## src/rtl/cpu_pkg.sv

```systemverilog
// Shared store-path definitions: size codes, sequencer states
// and the default Memoria read latency.
package cpu_pkg;

   localparam logic [1:0] SZ_WORD = 2'b00;
   localparam logic [1:0] SZ_HALF = 2'b01;
   localparam logic [1:0] SZ_BYTE = 2'b10;
   localparam logic [1:0] SZ_INV  = 2'b11;

   localparam int MEM_LAT_DEF = 1;
   localparam int CNT_W       = 3;

   typedef enum logic [2:0] {
      S_IDLE,
      S_READ,
      S_MERGE,
      S_WRITE,
      S_DONE,
      S_ERR
   } state_t;

   function automatic logic is_rmw(input logic [1:0] sz);
      return (sz == SZ_HALF) || (sz == SZ_BYTE);
   endfunction

endpackage

```

## src/rtl/store_merge.sv

```systemverilog
// Merges the low byte/half of a store operand into an old word;
// the low lanes are replaced, mirroring the load-side extraction.
module store_merge
   import cpu_pkg::*;
(
   input  logic [1:0]  size,
   input  logic [31:0] old_word,
   input  logic [31:0] wdata,
   output logic [31:0] merged
);

   always_comb begin
      merged = old_word;
      unique case (size)
         SZ_WORD: merged = wdata;
         SZ_HALF: merged = {old_word[31:16], wdata[15:0]};
         SZ_BYTE: merged = {old_word[31:8], wdata[7:0]};
         default: merged = old_word;
      endcase
   end

endmodule

```

## src/rtl/store_rmw_unit.sv

```systemverilog
// Store sequencer for Memoria: direct word writes and
// read-modify-write for half/byte stores.
module store_rmw_unit
   import cpu_pkg::*;
#(
   parameter int MEM_LAT = MEM_LAT_DEF
) (
   input  logic        clk,
   input  logic        reset,
   input  logic        start,
   input  logic [1:0]  size,
   input  logic [31:0] addr,
   input  logic [31:0] wdata,
   input  logic [31:0] mem_dout,
   output logic [31:0] mem_addr,
   output logic [31:0] mem_din,
   output logic        mem_wr,
   output logic        busy,
   output logic        done,
   output logic        err
);

   state_t             state;
   logic [CNT_W-1:0]   cnt;
   logic [31:0]        addr_q;
   logic [31:0]        wdata_q;
   logic [1:0]         size_q;
   logic [31:0]        merged;

   store_merge u_merge (
      .size     (size_q),
      .old_word (mem_dout),
      .wdata    (wdata_q),
      .merged   (merged)
   );

   always_ff @(posedge clk or negedge reset) begin
      if (!reset) begin
         state    <= S_IDLE;
         cnt      <= '0;
         addr_q   <= '0;
         wdata_q  <= '0;
         size_q   <= '0;
         mem_addr <= '0;
         mem_din  <= '0;
         mem_wr   <= 1'b0;
         busy     <= 1'b0;
         done     <= 1'b0;
         err      <= 1'b0;
      end else begin
         mem_wr <= 1'b0;
         done   <= 1'b0;
         err    <= 1'b0;
         unique case (state)
            S_IDLE: begin
               if (start) begin
                  addr_q   <= addr;
                  wdata_q  <= wdata;
                  size_q   <= size;
                  mem_addr <= addr;
                  busy     <= 1'b1;
                  if (size == SZ_WORD) begin
                     mem_din <= wdata;
                     mem_wr  <= 1'b1;
                     state   <= S_WRITE;
                  end else if (is_rmw(size)) begin
                     cnt   <= CNT_W'(MEM_LAT - 1);
                     state <= S_READ;
                  end else begin
                     err   <= 1'b1;
                     state <= S_ERR;
                  end
               end
            end
            S_READ: begin
               mem_addr <= addr_q;
               if (cnt == '0) begin
                  state <= S_MERGE;
               end else begin
                  cnt <= cnt - 1'b1;
               end
            end
            // mem_dout is valid in this state; merge and arm the write
            S_MERGE: begin
               mem_din <= merged;
               mem_wr  <= 1'b1;
               state   <= S_WRITE;
            end
            S_WRITE: begin
               mem_addr <= addr_q;
               done     <= 1'b1;
               state    <= S_DONE;
            end
            S_DONE: begin
               busy  <= 1'b0;
               state <= S_IDLE;
            end
            S_ERR: begin
               busy  <= 1'b0;
               state <= S_IDLE;
            end
            default: begin
               busy  <= 1'b0;
               state <= S_IDLE;
            end
         endcase
      end
   end

endmodule

```

## config.mk

```make
export PLATFORM = sky130hd
export DESIGN_NAME = store_rmw_unit
export DESIGN_NICKNAME = d
export VERILOG_FILES = /design/src/rtl/cpu_pkg.sv /design/src/rtl/store_merge.sv /design/src/rtl/store_rmw_unit.sv
export SDC_FILE = /design/constraint.sdc
export NUM_CORES = 1
export LEC_CHECK = 0
export BUFFER_PORTS_ARGS = -buffer_cell sky130_fd_sc_hd__buf_2
export CAP_MARGIN = 10
export CORE_MARGIN = 8
export CORE_UTILIZATION = 45
export CTS_CLUSTER_DIAMETER = 120
export DETAILED_ROUTE_END_ITERATION = 10
export GPL_TIMING_DRIVEN = 0
export HOLD_SLACK_MARGIN = 0.12
export PLACE_DENSITY = 0.82
export RECOVER_POWER = 100
export SYNTH_ARGS = -nofsm -noshare
export SYNTH_HDL_FRONTEND = slang
export SYNTH_SLANG_ARGS = --single-unit
```

## constraint.sdc

```tcl
create_clock -name clk -period 1.6 [get_ports clk]
set_input_delay 0.24 -clock clk [delete_from_list [all_inputs] [get_ports clk]]
set_output_delay 0.24 -clock clk [all_outputs]
set_load 0.02 [all_outputs]
```

==> flow_summary.toml, run 1 <==
[synthesis]
synthSimpleGateAreaFrac_pct = 22.3
syn_nets = 804
synth_compound_area_share_pct = 16.4
netlist_area_mm2 = 0.00635
synthTopCellsByArea = "dfrtp_1, nand2_1, nor2_1"
synthMuxAreaShare_pct = 0.158
synth_ff_type = "dfrtp_1"
synthArstFlopShare_pct = 100
yosysWarnings = 0
synth_top_area_cell = "dfrtp_1"
synth_edf_count = 0
syn_inst = 699
synthAdderAreaFrac_pct = 0.788
ys_ff_latch = 140
ys_seq_area_share_pct = 55.2
synth-xor-area-share_pct = 0
synth_top_family_by_area = "simple AND/OR/NAND/NOR gates"
synth_area_per_cell_um2 = 9.09
synth_top_area_share_pct = 55.2
netlist-cell-type-count = 39

[hold_path]
hold_path.class = "in -> reg"

[sta]
maxSlewHeadroom_pct = 32.8
whs_ns = 0.145
report.final.slew_viol_count = 0
setup_viol = 125
fmax_ghz = 0.553
final.setup.worst_slack_ns = -0.207
hold_viol_final = 0
fin_crit_sh_pct = 113
skew_ns = 0.0157
worst_pin_slew_ns = 1.01
grt_setup_unrepaired = "yes"
final.min_clock_period_ns = 1.81

[clock_network]
numCtsBuffers = 17
clock_latency_ns = 0.43
clockBufferDepth = 2
cts_tree = "yes"
cts_sinks = 140
htreeDepth = 4
path_clk_slew_ns = 0.07
ctsRootBufferMaster = "clkbuf_16"

[grt]
grt_pass1_vias = 6975
grt_pass1_wl_um = 36500
grt_antenna_before_repair = 1
grt_max_degree = 72
overflow = 0
grt_usage_pct = 25.4

[route]
num_vias = 6683
vias_per_cell = 5.70
drc = 0
detail-route-antenna-nets = 0
drtIter0Drc = 510
wl_per_cell_um = 21.1
drt-pass1-iter-count = 5
wirelength_um = 24700

[worst_setup_path]
worstPathRequired_ns = 1.91
end_kind = "register"
cp.arrival_ns = 2.11
slowest_delay_ns = 0.41
slowest_stage = "dfrtp_1"
critPathTopFamily = "simple AND/OR/NAND/NOR gates"
worst_setup_path_start_kind = "register"
crit_path_cell_trace = "buf_4 > or2_4 > or2_1 > buf_12 > buf_16 > o31ai_2"
path_class = "reg -> reg"
worst-path-max-fanout = 6
critPathBufInv = 3

[power_and_ir_drop]
power_density_mw_per_mm2 = 2160
p_leak_nw = 4.64
vdd_drop_max_uv = 1370
finalPower_mw = 21.4

[status]
violations = "negative setup slack"
status = "complete, but fails checks"

[final_layout]
syn_to_final_growth_pct = 56.2
final_cell_mix = "nand2_1, dfrtp_1, buf_2, clkbuf_1, dlygate4sd3_1"
drive_above_1_share_pct = 31.8
layout_commonest_cell = "nand2_1"
nets = 1084

[die]
die_h_um = 135
coreArea_mm2 = 0.0138
die_x_um = 135
start_util_pct = 45.9
io_pins = 169
dieArea_mm2 = 0.0182
floorplan.rows = 43

[place]
gp_congestion = 0.872
dp_hpwl_um = 13600
io_buffers = 168

[run]
cap_violations = 0
logic make-up after synthesis:
group / count (synthesis)
simple gates: 336
buf+inv: 64
compound gates: 154
fa+ha+maj: 4
flops: 140
mux: 1
report_power, final:
part / total (mW) / internal, mW / switching [mW]
combinational: 11.1 / 4.27 / 6.81
clock: 3.85 / 2.32 / 1.52
sequential: 6.50 / 5.30 / 1.20
cells in the mapped netlist, drive strengths merged, types with 2 or more instances:
cell	number
and2	2
buf	20
nand2b	3
a31oi	14
nand2	214
a21oi	2
nand3	10
dfrtp	140
or2	2
clkbuf	37
nor2b	9
and3	8
o22ai	14
nor3	14
nor2	67
o21a	18
a211oi	33
o21ai	35
ha	4
o31ai	33
inv	7
flip-flops by register name, summed over array words and instances, names as in the netlist:
register	flops
busy	1
mem_addr	32
wdata_q	32
cnt	3
done	1
mem_wr	1
err	1
size_q	2
mem_din	32
state	3
addr_q	32
stage by stage:
step | util, % | worst slack, ns | std cells | setup TNS [ns] | area (µm²)
4_1_cts | 68.8 | -0.137 | 1166 | -12.93 | 9520
3_3_place_gp | 53.7 | -1.71 | 1047 | -272.09 | 7420
5_1_grt | 71.8 | -0.229 | 1172 | -21.35 | 9920
6_report | 71.8 | -0.207 | 1172 | -11.89 | 9920
2_1_floorplan | - | -0.0371 | 699 | -0.142 | 6350
3_5_place_dp | 53.9 | -0.468 | 1048 | -36.94 | 7450
repair_timing:
item                       4_1_cts  5_1_grt
hold endpoints to repair       162        0
hold buffers                    66        0
gates cloned                     5        2
setup endpoints to repair      137      138
resized for setup              155      116
setup buffers                   17        6
pin swaps                       26       26
tightest hold or removal path: stages:
cell and delay [ns]:
buf_2 0.11, inv_1 0.11, o21ai_2 0.07
layout make-up:
| type | count | area (µm²) |
|---|---|---|
| Clock inverter | 7 | 62.6 |
| Buffer | 53 | 537 |
| Multi-Input combinational cell | 495 | 3230 |
| Tap cell | 180 | 225 |
| Fill cell | 934 | 3900 |
| Clock buffer | 24 | 502 |
| Inverter | 7 | 26.3 |
| Timing Repair Buffer | 265 | 1830 |
| Sequential cell | 140 | 3500 |
| Antenna cell | 1 | 2.50 |
path summary, 6_finish.rpt:
| check | start | end | slack [ns] | cells past startpoint |
|---|---|---|---|---|
| max in group asynchronous | reset | addr_q[22] | 0.14 | 3 |
| hold reg to reg | addr_q[6] | addr_q[6] | 0.48 | 2 |
| setup / recovery | state[2] | mem_din[12] | -0.21 | 6 |
| hold / removal | size[1] | size_q[1] | 0.15 | 3 |
| setup reg to reg | state[2] | mem_din[12] | -0.21 | 6 |
| min in group asynchronous | reset | mem_din[12] | 0.53 | 2 |
layer usage:
metal	share of wire (%)	GRT usage (%)	routed length, µm
met4	2.9	10.9	705
met1	37	29.1	9050
met2	52	43.0	12800
met3	9.0	8.02	2230
met5	0	0	0
Note: power is estimated with default switching activity, not from simulation.
==> inputs of run 2 (changes only) <==
--- a/config.mk
+++ b/config.mk
@@ -11,9 +11,8 @@
 export CORE_UTILIZATION = 45
 export CTS_CLUSTER_DIAMETER = 120
 export DETAILED_ROUTE_END_ITERATION = 10
-export GPL_TIMING_DRIVEN = 0
 export HOLD_SLACK_MARGIN = 0.12
-export PLACE_DENSITY = 0.82
+export PLACE_DENSITY_LB_ADDON = 0.12
 export RECOVER_POWER = 100
 export SYNTH_ARGS = -nofsm -noshare
 export SYNTH_HDL_FRONTEND = slang
==> run 2 against run 1 <==
  * The flow still finishes with violations (negative setup slack)
  * Utilization fell by 8.2 points
  * Sequential power down 3.7%
  * Fmax is 13% higher
  * Wire length fell by 25%
  * Clock skew shrank 0.0069 ns
  * Total power fell by 15%
  * Non-clock buffer count fell by 37
  * Sequential share of layout area up 4.6 points
  * Register-to-register slack gained 0.20 ns
  * Die area stayed put
  * Largest power group unchanged
  * Highest routed layer unchanged
==> flow_summary.toml, run 2 (synthesis gave the netlist of run 1 again) <==
[status]
status = "complete, but fails checks"
violations = "negative setup slack"

[final_layout]
fillers = 1167
final_cell_mix = "nand2_1, dfrtp_1, buf_2, clkbuf_1"
drive_above_1_share_pct = 20.1
final_util_pct = 63.6
instances_no_fill = 1137
nets = 1047
syn_to_final_growth_pct = 38.4
layout_commonest_cell = "nand2_1"
final_cell_area_mm2 = 0.00879

[worst_setup_path]
r2r_cells = 4
slowest_stage = "or4b_4"
rr_endpoint = "mem_addr[12]"
path_class = "reg -> reg"
crit_path_cell_trace = "or4b_4 > buf_12 > o22ai_1 > nor2_1"
worst_setup_path_start_kind = "register"
worst-path-max-fanout = 38
cp.arrival_ns = 1.90
rr_startpoint = "state[1]"
r2r_setup_slack_ns = -0.002
end_kind = "register"
slowest_delay_ns = 0.64
worstPathRequired_ns = 1.90

[run]
cap_violations = 0

[sta]
final.min_clock_period_ns = 1.60
final.setup.worst_slack_ns = -0.00185
skew_ns = 0.00886
worst_pin_slew_ns = 0.967
setup_viol = 1
fmax_ghz = 0.624
fin_crit_sh_pct = 100
report.final.slew_viol_count = 0
hold_viol_final = 0
grt_setup_unrepaired = "yes"
maxSlewHeadroom_pct = 35.5

[place]
dp.cells = 1030
detailedPlace.worstSlack_ns = -0.0389
io_buffers = 168
gp_congestion = 0.750
post_dp_cell_area_mm2 = 0.00756
dp_hpwl_um = 12500

[hold_path]
hold_path.class = "in -> reg"
min_from = "start"
min_to = "state[2]"
hold_path_depth = 3

[grt]
grt_usage_pct = 20.7
grt_pass1_wl_um = 30300
grt_antenna_before_repair = 2
overflow = 0
grt_pass1_vias = 6206
grt_max_degree = 47

[route]
detail-route-antenna-nets = 0
drtIter0Drc = 449
wl_per_cell_um = 16.3
drt-pass1-iter-count = 4
drc = 0
vias_per_cell = 5.22
num_vias = 5930
wirelength_um = 18500

[power_and_ir_drop]
finalPower_mw = 18.2
power_density_mw_per_mm2 = 2070
p_leak_nw = 4.24
vdd_drop_max_uv = 1160

[clock_network]
path_clk_slew_ns = 0.06
htreeDepth = 4
cts_sinks = 140
ctsRootBufferMaster = "clkbuf_16"
clockBufferDepth = 2
cts_tree = "yes"
clock_latency_ns = 0.42
numCtsBuffers = 17

[die]
coreArea_mm2 = 0.0138
die_x_um = 135
dieArea_mm2 = 0.0182
io_pins = 169
start_util_pct = 45.9
die_h_um = 135
floorplan.rows = 43
run 2: cell types whose count changed in the layout (fill, tap and decap cells not counted), moves of 12 or more:
cell	change
a211oi_1	+30
a211oi_4	-20
buf_4	+12
clkbuf_2	-14
nand2_1	+19
nand2_2	-12
o21ai_0	+13
o31ai_1	+31
o31ai_2	-24
run 2: worst max-delay path: cells and delay by family, from the launching register on:
family          cells  cell delay, ns
compound gates      1            0.14
buf+inv             1            0.21
flops               1            0.42
simple gates        2            0.70
run 2: area by class of cell:
| type | count | area, µm² | area share, % |
|---|---|---|---|
| Antenna cell | 2 | 5.00 | 0.0569 |
| Clock buffer | 19 | 453 | 5.15 |
| Clock inverter | 13 | 124 | 1.41 |
| Inverter | 7 | 26.3 | 0.299 |
| Multi-Input combinational cell | 495 | 2560 | 29.2 |
| Sequential cell | 140 | 3500 | 39.9 |
| Tap cell | 180 | 225 | 2.56 |
| Timing Repair Buffer | 281 | 1890 | 21.5 |
run 2: routing by layer:
metal | global-route usage [%] | routed length (µm) | vias up
met1 | 24.4 | 7730 | 2801
met3 | 5.94 | 1400 | 33
met2 | 33.9 | 8930 | 233
met4 | 10.0 | 422 | 0
li1 | - | - | 2863
met5 | 0 | 0 | -
run 2: timing repair:
item                                   in CTS  in global routing
pin swaps                                   1                  2
resized for setup                           5                  8
endpoints found under the hold margin     224                  0
setup endpoints to repair                  40                 70
gates cloned                                0                  2
hold buffers                               67                  0
buffers inserted                            0                  4
run 2: worst max-delay path by stage:
stage / from / to / slack (ns) / cells past startpoint
floorplan: state[1] / mem_addr[13] / -0.04 / 7
global placement: state[0] / mem_addr[23] / 0.01 / 4
detailed placement: state[0] / mem_addr[22] / -0.04 / 5
CTS: state[0] / mem_addr[6] / -0.04 / 6
global route: state[0] / mem_din[24] / -0.10 / 4
finish: state[1] / mem_addr[12] / -0.002 / 4
run 2: stage by stage:
stage,setup TNS (ns),hold slack (ns)
3_5_place_dp,-0.294,0.169
4_1_cts,-0.536,0.139
6_report,-0.00185,0.147
5_1_grt,-2.08,0.152
3_3_place_gp,0,0.170
2_1_floorplan,-0.142,-0.0556
run 2: power breakdown:
group	total, mW	switching [mW]	leakage, nW	internal, mW
Clock	3.83	1.48	0.288	2.35
Combinational	8.07	5.07	2.24	3.00
Sequential	6.26	0.967	1.72	5.30
==> inputs of run 3 (changes only) <==
--- a/config.mk
+++ b/config.mk
@@ -7,6 +7,7 @@
 export LEC_CHECK = 0
 export BUFFER_PORTS_ARGS = -buffer_cell sky130_fd_sc_hd__buf_2
 export CAP_MARGIN = 10
+export CORE_ASPECT_RATIO = 1.1
 export CORE_MARGIN = 8
 export CORE_UTILIZATION = 45
 export CTS_CLUSTER_DIAMETER = 120
@@ -14,6 +15,7 @@
 export HOLD_SLACK_MARGIN = 0.12
 export PLACE_DENSITY_LB_ADDON = 0.12
 export RECOVER_POWER = 100
+export REMOVE_ABC_BUFFERS = 1
 export SYNTH_ARGS = -nofsm -noshare
 export SYNTH_HDL_FRONTEND = slang
 export SYNTH_SLANG_ARGS = --single-unit
==> constraint.sdc (replaced) <==
create_clock -name clk -period 1.98 [get_ports clk]
set_input_delay 0.297 -clock clk [delete_from_list [all_inputs] [get_ports clk]]
set_output_delay 0.297 -clock clk [all_outputs]
set_load 0.02 [all_outputs]
==> run 3 against run 2 <==
  * The flow now finishes without violations
  * Wire length down 1.4%
  * Non-clock buffer count down 25
  * Design area down 2.9%
  * Critical path depth unchanged
  * Combinational power down 24%
  * Count of clock-buffer cells in the layout up 6
  * Register-to-register slack better by 0.21 ns
  * Sequential power down 19%
  * Clock power down 17%
  * Clock skew down 0.0024 ns
  * Total power down 21%
  * Largest power group unchanged
  * Utilization down 1.7 points
==> flow_summary.toml, run 3 (synthesis gave the netlist of run 1 again) <==
[status]
status = "finished, final reports clean"

[worst_setup_path]
slowest_stage = "or4b_1"
worst-path-max-fanout = 103
critPathBufInv = 1
worst_setup_path_start_kind = "register"
slowest_delay_ns = 0.60
crit_path_cell_trace = "or4b_1 > buf_12 > o22ai_1 > nor2_1"
critPathTopFamily = "simple AND/OR/NAND/NOR gates"
worstPathRequired_ns = 2.29
end_kind = "register"
path_class = "reg -> reg"
cp.arrival_ns = 2.09

[grt]
overflow = 0
grt_antenna_before_repair = 1
grt_pass1_wl_um = 29800
grt_pass1_vias = 6084
grt_max_degree = 104
grt_usage_pct = 20.7

[die]
floorplan.rows = 45
io_pins = 169
start_util_pct = 46.0
coreArea_mm2 = 0.0138
die_x_um = 129
dieArea_mm2 = 0.0182
die_h_um = 141

[route]
drt-pass1-iter-count = 5
wirelength_um = 18200
drtIter0Drc = 375
wl_per_cell_um = 16.3
vias_per_cell = 5.17
num_vias = 5786
detail-route-antenna-nets = 0
drc = 0

[power_and_ir_drop]
switching_share_pct = 41.4
vdd_drop_max_uv = 848
seqPwrFrac_pct = 35.4
power.share.clock_pct = 22.0
power_density_mw_per_mm2 = 1680
combPwrFrac_pct = 42.6
p_sw_mw = 5.93
p_leak_nw = 4.10
intPower_mw = 8.41

[clock_network]
cts_sinks = 140
clock_latency_ns = 0.42
ctsRootBufferMaster = "clkbuf_16"
htreeDepth = 4
cts_setup_buffers = 0
cts_tree = "yes"
numCtsBuffers = 17
clockBufferDepth = 2
path_clk_slew_ns = 0.06

[hold_path]
hold_path.class = "in -> reg"

[place]
gp_congestion = 0.787
io_buffers = 168
dp.cells = 1022
dp_hpwl_um = 11700

[sta]
fmax_ghz = 0.563
setup_viol = 0
fin_crit_sh_pct = 89.7
worst_pin_slew_ns = 1.35
maxSlewHeadroom_pct = 10.2
final.min_clock_period_ns = 1.78
grt_setup_unrepaired = "no"
whs_ns = 0.143
report.final.slew_viol_count = 0
skew_ns = 0.00641
hold_viol_final = 0

[final_layout]
nets = 1022
syn_to_final_growth_pct = 34.3
instances_no_fill = 1119
layout_commonest_cell = "nand2_1"
final_cell_mix = "nand2_1, dfrtp_1, buf_2, clkbuf_1, nor2_1"
drive_above_1_share_pct = 17.0

[run]
cap_violations = 0
==> run 3: changes by cell type in the layout (fill, tap and decap cells not counted), sizes merged <==
cell and delta:
clkinv -4, diode -1, clkbuf +5, buf -21
clkinvlp -2, dlygate4sd3 -3
==> run 3: worst min-delay path, stage by stage <==
cell	delay, ns
buf_2	0.10
nand2_1	0.06
nand2_1	0.07
==> run 3: cell type report <==
| type | count | area [µm²] |
|---|---|---|
| fillers | 1253 | 5260 |
| flip-flops and latches | 140 | 3500 |
| multi-input cells | 495 | 2510 |
| repair buffers | 256 | 1660 |
| clock buffers | 25 | 505 |
| well taps | 188 | 235 |
| clock inverters | 7 | 85.1 |
| inverters | 7 | 26.3 |
| diodes | 1 | 2.50 |
==> run 3: final timing paths <==
check                      slack [ns]           end         from  depth (start not counted)
min                              0.14   wdata_q[15]    wdata[15]                          3
max in group asynchronous        0.34     addr_q[1]        reset                          3
max                              0.20  mem_addr[30]     state[0]                          4
min reg2reg                      0.47   wdata_q[14]  wdata_q[14]                          2
max reg2reg                      0.20  mem_addr[30]     state[0]                          4
min in group asynchronous        0.73    mem_din[5]        reset                          2
==> run 3: per-stage QoR <==
stage | worst slack, ns | power [mW] | setup TNS, ns | area (µm²) | utilization [%]
finish | 0.203 | 14.3 | 0 | 8530 | 61.8
global route | 0.0857 | 15.4 | 0 | 8530 | 61.8
global placement | 0.262 | 11.2 | 0 | 7430 | 53.9
CTS | 0.204 | 14.7 | 0 | 8660 | 62.8
detailed placement | 0.235 | 11.4 | 0 | 7430 | 53.9
floorplan | -1.02 | 8.91 | -106.52 | 6050 | -
==> run 3: what timing repair did <==
action,in CTS,in global routing
endpoints found under the hold margin,113,0
gates resized for setup,0,0
hold buffers,64,0
==> run 3: metal layers <==
metal	vias up	share of wire (%)	wire length (µm)	GRT usage (%)
li1	2806	-	-	-
met1	2761	42	7650	24.8
met5	-	0	0	0
met4	0	2.3	416	8.92
met3	31	7.5	1370	6.19
met2	188	48	8780	33.7
==> run 3: power groups by stage <==
stage                     sequential (mW)  combinational (mW)  clock (mW)
final                                5.08                6.10        3.16
after global routing                 5.24                6.82        3.34
after CTS                            5.05                6.43        3.21
after detailed placement             5.06                6.32           0
after global placement               5.02                6.13           0
after floorplan                      5.89                3.01           0
